## src/rtl/spi_master_if.sv

```systemverilog
// Handshake and SPI pin bundle for spi_master.
// The master modport is the initiator side; the slave modport is the user/responder side.
interface spi_master_if #(
    parameter int DATA_BITS = 21
);
    logic                 start;
    logic [DATA_BITS-1:0] tx_data;
    logic                 busy;
    logic                 done;
    logic [DATA_BITS-1:0] rx_data;
    logic                 sck;
    logic                 cs;
    logic                 mosi;
    logic                 miso;

    modport master (
        input  start, tx_data, miso,
        output busy, done, rx_data, sck, cs, mosi
    );

    modport slave (
        output start, tx_data, miso,
        input  busy, done, rx_data, sck, cs, mosi
    );
endinterface

```

## src/rtl/spi_master.sv

```systemverilog
// SPI mode-0 initiator: one DATA_BITS frame per start, CS active low, sample on SCK rise.
// Define SPI_MASTER_LSB_FIRST_EN to shift LSB first (RX fills from the MSB downward).
module spi_master #(
    parameter int DATA_BITS = 21,
    parameter int CLK_DIV   = 4
) (
    input  logic         clk,
    input  logic         rst,
    spi_master_if.master bus
);
    localparam int DIV_W = (CLK_DIV > 1) ? $clog2(CLK_DIV) : 1;
    localparam int CNT_W = $clog2(DATA_BITS + 1);
    localparam logic [DIV_W-1:0] DIV_LAST  = DIV_W'(CLK_DIV - 1);
    localparam logic [CNT_W-1:0] BITS_LAST = CNT_W'(DATA_BITS);

    typedef enum logic [2:0] {
        IDLE,
        SETUP,
        SHIFT_HI,
        SHIFT_LO,
        HOLD,
        GAP
    } state_t;

    state_t               state_q, state_d;
    logic [DIV_W-1:0]     div_q;
    logic [CNT_W-1:0]     bit_q;
    logic [DATA_BITS-1:0] tx_sreg, rx_sreg, rx_data_q;
    logic [DATA_BITS-1:0] tx_next, rx_next;
    logic                 sck_q, cs_q, mosi_q, busy_q, done_q;
    logic                 phase_end, accept, do_rise, do_fall, do_hold, do_finish, do_release;

`ifdef SPI_MASTER_LSB_FIRST_EN
    localparam int TX_BIT = 0;
    assign tx_next = tx_sreg >> 1;
    assign rx_next = {bus.miso, rx_sreg[DATA_BITS-1:1]};
`else
    localparam int TX_BIT = DATA_BITS - 1;
    assign tx_next = tx_sreg << 1;
    assign rx_next = {rx_sreg[DATA_BITS-2:0], bus.miso};
`endif

    assign phase_end = (div_q == DIV_LAST);

    // NOTE: every signal written here gets a default first, so no path can infer a latch.
    always_comb begin
        state_d    = state_q;
        accept     = 1'b0;
        do_rise    = 1'b0;
        do_fall    = 1'b0;
        do_hold    = 1'b0;
        do_finish  = 1'b0;
        do_release = 1'b0;
        unique case (state_q)
            IDLE: begin
                if (bus.start) begin
                    state_d = SETUP;
                    accept  = 1'b1;
                end
            end
            SETUP: begin
                if (phase_end) begin
                    state_d = SHIFT_HI;
                    do_rise = 1'b1;
                end
            end
            SHIFT_HI: begin
                // The final low phase doubles as the CS hold phase.
                if (phase_end) begin
                    if (bit_q == BITS_LAST) begin
                        state_d = HOLD;
                        do_hold = 1'b1;
                    end else begin
                        state_d = SHIFT_LO;
                        do_fall = 1'b1;
                    end
                end
            end
            SHIFT_LO: begin
                if (phase_end) begin
                    state_d = SHIFT_HI;
                    do_rise = 1'b1;
                end
            end
            HOLD: begin
                if (phase_end) begin
                    state_d   = GAP;
                    do_finish = 1'b1;
                end
            end
            GAP: begin
                if (phase_end) begin
                    state_d    = IDLE;
                    do_release = 1'b1;
                end
            end
            default: state_d = IDLE;
        endcase
    end

    // NOTE: sequential state uses non-blocking assignments so every register sees pre-edge values.
    always_ff @(posedge clk or posedge rst) begin
        if (rst) state_q <= IDLE;
        else     state_q <= state_d;
    end

    always_ff @(posedge clk or posedge rst) begin
        if (rst) begin
            div_q     <= '0;
            bit_q     <= '0;
            tx_sreg   <= '0;
            rx_sreg   <= '0;
            rx_data_q <= '0;
            sck_q     <= 1'b0;
            cs_q      <= 1'b1;
            mosi_q    <= 1'b0;
            busy_q    <= 1'b0;
            done_q    <= 1'b0;
        end else begin
            done_q <= do_finish;

            if (state_q == IDLE || phase_end) div_q <= '0;
            else                              div_q <= div_q + 1'b1;

            if (accept) begin
                tx_sreg <= bus.tx_data;
                bit_q   <= '0;
                cs_q    <= 1'b0;
                busy_q  <= 1'b1;
                mosi_q  <= bus.tx_data[TX_BIT];
            end

            if (do_rise) begin
                sck_q   <= 1'b1;
                bit_q   <= bit_q + 1'b1;
                rx_sreg <= rx_next;
            end

            if (do_fall) begin
                sck_q   <= 1'b0;
                tx_sreg <= tx_next;
                mosi_q  <= tx_next[TX_BIT];
            end

            if (do_hold) begin
                sck_q  <= 1'b0;
                mosi_q <= 1'b0;
            end

            if (do_finish) begin
                cs_q      <= 1'b1;
                rx_data_q <= rx_sreg;
            end

            if (do_release) busy_q <= 1'b0;
        end
    end

    assign bus.sck     = sck_q;
    assign bus.cs      = cs_q;
    assign bus.mosi    = mosi_q;
    assign bus.busy    = busy_q;
    assign bus.done    = done_q;
    assign bus.rx_data = rx_data_q;
endmodule

```

## src/flat_wrapper.sv

```systemverilog
// flat-port wrapper written by rule: the top's interface ports become plain ports
module spi_master_flat 
#(
    parameter int DATA_BITS = 21,
    parameter int CLK_DIV   = 4
)
  (clk, rst, bus_start, bus_tx_data, bus_miso, bus_busy, bus_done, bus_rx_data, bus_sck, bus_cs, bus_mosi);
  spi_master_if #(.DATA_BITS(DATA_BITS)) bus_i ();
  input  logic clk;
  input  logic rst;
  input wire logic [$bits(bus_i.start)-1:0] bus_start;
  input wire logic [$bits(bus_i.tx_data)-1:0] bus_tx_data;
  input wire logic [$bits(bus_i.miso)-1:0] bus_miso;
  output wire logic [$bits(bus_i.busy)-1:0] bus_busy;
  output wire logic [$bits(bus_i.done)-1:0] bus_done;
  output wire logic [$bits(bus_i.rx_data)-1:0] bus_rx_data;
  output wire logic [$bits(bus_i.sck)-1:0] bus_sck;
  output wire logic [$bits(bus_i.cs)-1:0] bus_cs;
  output wire logic [$bits(bus_i.mosi)-1:0] bus_mosi;
  assign bus_i.start = bus_start;
  assign bus_i.tx_data = bus_tx_data;
  assign bus_i.miso = bus_miso;
  assign bus_busy = bus_i.busy;
  assign bus_done = bus_i.done;
  assign bus_rx_data = bus_i.rx_data;
  assign bus_sck = bus_i.sck;
  assign bus_cs = bus_i.cs;
  assign bus_mosi = bus_i.mosi;
  spi_master #(.DATA_BITS(DATA_BITS), .CLK_DIV(CLK_DIV)) u_core (.clk(clk), .rst(rst), .bus(bus_i));
endmodule
```

## config.mk

```make
export PLATFORM = sky130hd
export DESIGN_NAME = spi_master_flat
export DESIGN_NICKNAME = d
export VERILOG_FILES = /design/src/rtl/spi_master_if.sv /design/src/rtl/spi_master.sv /design/src/flat_wrapper.sv
export SDC_FILE = /design/constraint.sdc
export NUM_CORES = 1
export LEC_CHECK = 0
export CORE_MARGIN = 5
export CORE_UTILIZATION = 30
export CTS_BUF_LIST = sky130_fd_sc_hd__clkbuf_2
export CTS_CLUSTER_SIZE = 30
export DETAILED_ROUTE_END_ITERATION = 8
export GPL_TIMING_DRIVEN = 0
export PLACE_DENSITY = 0.49
export SYNTH_ARGS = -nofsm -noshare
export SYNTH_HDL_FRONTEND = slang
export SYNTH_SLANG_ARGS = --single-unit
```

## constraint.sdc

```tcl
create_clock -name clk -period 6.8 [get_ports clk]
set_input_delay 1.7 -clock clk [delete_from_list [all_inputs] [get_ports clk]]
set_output_delay 1.7 -clock clk [all_outputs]
set_load 0.01 [all_outputs]
```

==> results.py, run 1 <==
metrics = {
    "worst_setup_path": {
        "required_ps": 7210,
        "cp_max_fo": 10,
        "cp_num_buf_inv": 2,
        "crit_slowest_cell": "nor4b_4",
        "startpoint_type": "input port",
        "arrival_ps": 3770,
        "r2r_start": "u_core.state_q[0]",
        "r2r_setup_slack_ps": 4560,
        "criticalPathCategory": "input port to flop",
        "cp_top_family": "buffers and inverters",
        "rr_worst_depth": 5,
        "end_kind": "flop",
        "rr_endpoint": "u_core.tx_sreg[4]",
        "crit_top_cell": "mux2_1",
        "crit_chain": "clkdlybuf4s50_1 -> nor4b_4 -> buf_4 -> mux2_1 -> mux2_1",
        "slowest_delay_ps": 590,
        "critPathLaunch": "bus_start",
    },
    "place": {
        "place.gp.congestion": 0.734,
        "dpl_worst_slack_ps": 2880,
        "dpl-instance-area_mm2": 0.00405,
        "port-buffer-count": 50,
        "dp_hpwl_mm": 4.34,
    },
    "detailed_routing": {
        "route.detailed.drc": 0,
        "drtPass1Iterations": 5,
        "wl_per_cell_um": 13.6,
        "drtAntennaViolNets": 0,
        "routed_wl_mm": 6.46,
        "via_count": 2135,
        "first_iter_violations": 43,
        "vias_per_cell": 4.49,
    },
    "run_status": {
        "run_status": "completed",
    },
    "hold_path": {
        "worstHoldEndpoint": "u_core.div_q[0]",
        "holdCritPathClass": "flop to flop",
        "min_path_cells": 1,
        "min_from": "u_core.div_q[0]",
    },
    "floorplan": {
        "die_area_mm2": 0.0134,
        "ios": 51,
        "die_h_um": 116,
        "fp-row-count": 38,
        "coreArea_mm2": 0.0109,
        "floorplan.initialDensity": 0.308,
        "die_w_um": 116,
    },
    "clocking": {
        "cts_resized": 0,
        "cts_hold_buf": 0,
        "post-cts-setup-buffers": 0,
        "cts_made_buffers": 9,
        "cts_tree": "yes",
        "cts_sinks": 77,
        "htree_levels": 3,
        "clock_latency_ps": 520,
        "cts_root_buf": "clkbuf_2",
        "clk_pin_slew_ps": 200,
        "clockBufferDepth": 2,
    },
    "yosys": {
        "synth_top_area_share": 0.568,
        "synth_ff_type": "dfrtp_1",
        "syn_area_mm2": 0.00335,
        "synth_area_leader_cell": "dfrtp_1",
        "synthArstFlopShare": 1.00,
        "synth_cells": 270,
        "ys_seq_area_frac": 0.576,
        "synth-edff-count": 0,
        "synth_area_leaders": "dfrtp_1, mux2_1, nand2_1",
        "avgSynthCellArea_um2": 12.4,
        "synth_most_common_cell": "dfrtp_1",
        "syn-num-nets": 298,
        "yosys_warnings": 0,
        "synth_seq_cells": 77,
        "yosys-top-cells-count": "dfrtp_1, nand2_1, mux2_1",
        "synthDistinctLibCells": 37,
    },
    "final_layout": {
        "num_antenna_cells": 0,
        "drive_gt1_frac": 0.173,
        "layout.nets": 360,
        "area_growth_pct": 24.4,
        "stdcell_area_mm2": 0.00417,
    },
    "sta": {
        "clock_skew_ps": 21.8,
        "relSlewSlack": 0.558,
        "min_period_ps": 3360,
        "fin_tns_setup_ps": 0,
        "rsz0062_at_grt": "false",
        "slew_violations": 0,
        "fmax_mhz": 298,
        "post-route-period-util": 0.494,
        "whs_ps": 454,
        "layout_setup_ws_ps": 3440,
        "finalHoldViolCount": 0,
        "setup_violations": 0,
        "max_slew.worst_pin.slew_ps": 660,
    },
    "run": {
        "drv_cap": 0,
    },
    "global_route": {
        "grt_pass1_vias": 2208,
        "antenna_found_initial": 0,
        "grt_pass1_wl_mm": 10.8,
        "gr-total-overflow": 0,
        "grt_use_total": 0.104,
        "grt_max_degree": 41,
    },
    "power": {
        "p_leak_nw": 2.08,
        "peakVddDrop_v": 0.0000833,
        "p_per_area_mw_per_mm2": 178,
    },
}
sequential cells by signal (all words and copies together), names as in the netlist:
name	flops
u_core.bit_q	5
u_core.bus.busy	1
u_core.bus.cs	1
u_core.bus.done	1
u_core.bus.mosi	1
u_core.bus.rx_data	21
u_core.bus.sck	1
u_core.div_q	2
u_core.rx_sreg	21
u_core.state_q	3
u_core.tx_sreg	20
cells by family (layout without fill, tap and decap cells):
group	Yosys count	count (layout)	synth area share
mux	65	65	0.226
simple gates	89	89	0.124
xor+xnor	1	1	0.00262
buf+inv	20	86	0.0310
compound gates	15	15	0.0291
fa+ha+maj	3	3	0.0112
flops	77	77	0.576
per-stage QoR:
| step | util | std cells | power, mW |
|---|---|---|---|
| after floorplan | - | 270 | 0.478 |
| after global placement | 0.370 | 460 | 0.496 |
| after detailed placement | 0.372 | 461 | 0.498 |
| after CTS | 0.383 | 476 | 0.758 |
| after global routing | 0.383 | 476 | 0.779 |
| final | 0.383 | 476 | 0.741 |
layout make-up:
class	count	area, um2
clock inverter	6	72.6
sequential	77	1930
tap	140	175
inverter	5	21.3
fill	1071	6720
clock buffer	9	45.0
buffer	15	85.1
timing repair buffer	51	520
multi-input combinational	173	1320
placed cells by master, fill, tap and decap left out, types with 5 or more instances in the layout:
cell type        instances
buf_2                    5
clkbuf_1                 6
clkbuf_2                 9
clkdlybuf4s50_1         50
dfrtp_1                 76
mux2_1                  34
mux2_2                  19
mux2_4                   8
nand2_1                 69
worst max path at each step:
stage,endpoint,slack (ps),cells after the start
3_3_place_gp,u_core.bus.rx_data[4],1720,2
4_1_cts,bus_cs,3400,1
6_report,u_core.tx_sreg[4],3440,5
3_5_place_dp,u_core.tx_sreg[1],2880,5
5_1_grt,bus_cs,3360,1
2_1_floorplan,u_core.bit_q[0],3130,1
where the power goes:
group	internal, mW	switching [mW]	total, mW
Combinational	0.0144	0.0124	0.0268
Sequential	0.461	0.00132	0.462
Clock	0.0861	0.167	0.253
layer usage:
layer,track usage,part of all wire
met5,0,0
met4,0.0302,0.011
met3,0.0449,0.068
met2,0.156,0.43
met1,0.138,0.49
(Power assumes the default switching activity.)
==> run 2, diff against run 1 <==
- PLACE_DENSITY: 0.49 -> 0.51
- clock period: 6.8 -> 2.7 ns (I/O delays scaled with it)
==> run 2 against run 1 <==
Via count grew 1.2%. Cell count grew 0.21%. Clock skew grew 20 ps. First-iteration DRC count grew 16%. Clock power grew to 2.5 times the previous value. Worst hold slack lost 19 ps. Power grew to 2.5 times the previous value. Final area is essentially flat. Routed wire length grew 2.8%. Flip-flop and latch count is the same. Non-clock buffer count is the same. Critical path type is now flop to primary output. Critical endpoint is now bus_cs. Largest cell class unchanged.
==> results.py, run 2 (synthesized netlist as in run 1, its figures left out) <==
metrics = {
    "run_status": {
        "run_status": "completed",
    },
    "worst_setup_path": {
        "startpoint_type": "flop",
        "required_ps": 2030,
        "r2r_start": "u_core.div_q[0]",
        "cp_num_buf_inv": 1,
        "arrival_ps": 1630,
        "cp_top_family": "flip-flops",
        "cp_max_fo": 2,
        "slowest_delay_ps": 580,
        "r2r_setup_slack_ps": 460,
        "crit_slowest_cell": "dfstp_2",
        "rr_endpoint": "u_core.bus.rx_data[8]",
        "critPathLaunch": "u_core.bus.cs",
        "rr_worst_depth": 6,
        "crit_chain": "clkdlybuf4s50_1",
        "criticalPathCategory": "flop to primary output",
        "end_kind": "primary output",
    },
    "detailed_routing": {
        "drtAntennaViolNets": 0,
        "routed_wl_mm": 6.64,
        "via_count": 2161,
        "route.detailed.drc": 0,
        "first_iter_violations": 50,
        "drtPass1Iterations": 4,
        "vias_per_cell": 4.53,
        "wl_per_cell_um": 13.9,
    },
    "floorplan": {
        "die_h_um": 116,
        "floorplan.initialDensity": 0.308,
        "die_w_um": 116,
        "ios": 51,
        "fp-row-count": 38,
        "coreArea_mm2": 0.0109,
        "die_area_mm2": 0.0134,
    },
    "clocking": {
        "cts_resized": 0,
        "cts_root_buf": "clkbuf_2",
        "clock_latency_ps": 540,
        "cts_hold_buf": 0,
        "cts_tree": "yes",
        "htree_levels": 3,
        "cts_sinks": 77,
        "post-cts-setup-buffers": 0,
        "clk_pin_slew_ps": 250,
        "cts_made_buffers": 9,
        "clockBufferDepth": 2,
    },
    "final_layout": {
        "area_growth_pct": 24.5,
        "layout_common_cells": "dfrtp_1, nand2_1, clkdlybuf4s50_1, mux2_1, mux2_2",
        "num_antenna_cells": 0,
        "final_common_cell": "dfrtp_1",
        "layout.nets": 360,
        "layout.cells.non_filler": 477,
        "drive_gt1_frac": 0.175,
        "n_fill_cell": 1100,
    },
    "place": {
        "place.gp.congestion": 0.714,
        "dp_hpwl_mm": 4.44,
        "port-buffer-count": 50,
        "placed_cells": 461,
    },
    "sta": {
        "clock_skew_ps": 41.7,
        "setup_violations": 0,
        "post-route-period-util": 0.855,
        "slew_violations": 0,
        "relSlewSlack": 0.550,
        "finalHoldViolCount": 0,
        "rsz0062_at_grt": "false",
        "max_slew.worst_pin.slew_ps": 672,
        "fmax_mhz": 433,
        "min_period_ps": 2310,
    },
    "run": {
        "drv_cap": 0,
    },
    "power": {
        "p_total_mw": 1.88,
        "p_leak_nw": 2.08,
        "peakVddDrop_v": 0.000183,
        "p_per_area_mw_per_mm2": 450,
    },
    "global_route": {
        "grt_pass1_wl_mm": 11.3,
        "antenna_found_initial": 0,
        "grt_pass1_vias": 2230,
        "grt_max_degree": 49,
        "gr-total-overflow": 0,
        "grt_use_total": 0.109,
    },
    "hold_path": {
        "holdCritPathClass": "input port to asynchronous set/reset pin",
    },
}
==> run 2: changes by cell type in the layout (fill, tap and decap cells not counted) <==
cell	change
clkinv_4	-3
clkinv_2	+2
buf_12	-1
buf_16	+1
clkbuf_2	+1
clkinvlp_4	+1
==> run 2: stage by stage <==
| step | setup TNS (ps) | util | hold WS [ps] | cell area (um2) | worst slack, ps |
|---|---|---|---|---|---|
| floorplan | 0 | - | 415 | 3350 | 60.0 |
| finish | 0 | 0.383 | 435 | 4170 | 391 |
| global placement | -103540 | 0.370 | 429 | 4030 | -1340 |
| detailed placement | -1670 | 0.372 | 439 | 4060 | -246 |
| global route | 0 | 0.383 | 403 | 4170 | 270 |
| CTS | 0 | 0.383 | 412 | 4170 | 330 |
==> run 2: power by group <==
group	switching (mW)	internal (mW)	leakage, nW	total [mW]
combinational	0.0312	0.0375	0.992	0.0687
clock	0.428	0.217	0.0683	0.645
sequential	0.00343	1.16	1.02	1.16
==> run 2: worst max path at each step <==
stage | to | slack (ps) | cells past startpoint
after floorplan | u_core.bit_q[0] | 60 | 1
after global placement | u_core.bus.rx_data[4] | -1340 | 2
after detailed placement | u_core.tx_sreg[5] | -250 | 5
after CTS | bus_cs | 330 | 1
after global routing | bus_cs | 270 | 1
final | bus_cs | 390 | 1
==> run 2: routing by layer <==
layer,GRT usage,part of all wire,vias to the layer above
met1,0.148,0.47,1062
li1,-,-,1046
met5,0,0,-
met3,0.0407,0.062,7
met4,0.0325,0.010,0
met2,0.162,0.45,46
==> run 2: final cells by class <==
| cell class | count | area, um2 | area share |
|---|---|---|---|
| flip-flops and latches | 77 | 1930 | 0.462 |
| multi-input cells | 173 | 1320 | 0.316 |
| repair buffers | 51 | 528 | 0.127 |
| well taps | 140 | 175 | 0.0420 |
| plain buffers | 15 | 85.1 | 0.0204 |
| clock inverters | 6 | 63.8 | 0.0153 |
| clock buffers | 10 | 50.0 | 0.0120 |
| inverters | 5 | 21.3 | 0.00510 |
==> run 3, diff against run 2 <==
- CAP_MARGIN: not set -> 20
==> results of run 3 <==
The final DEF is identical to that of run 2; final timing and power are the same.
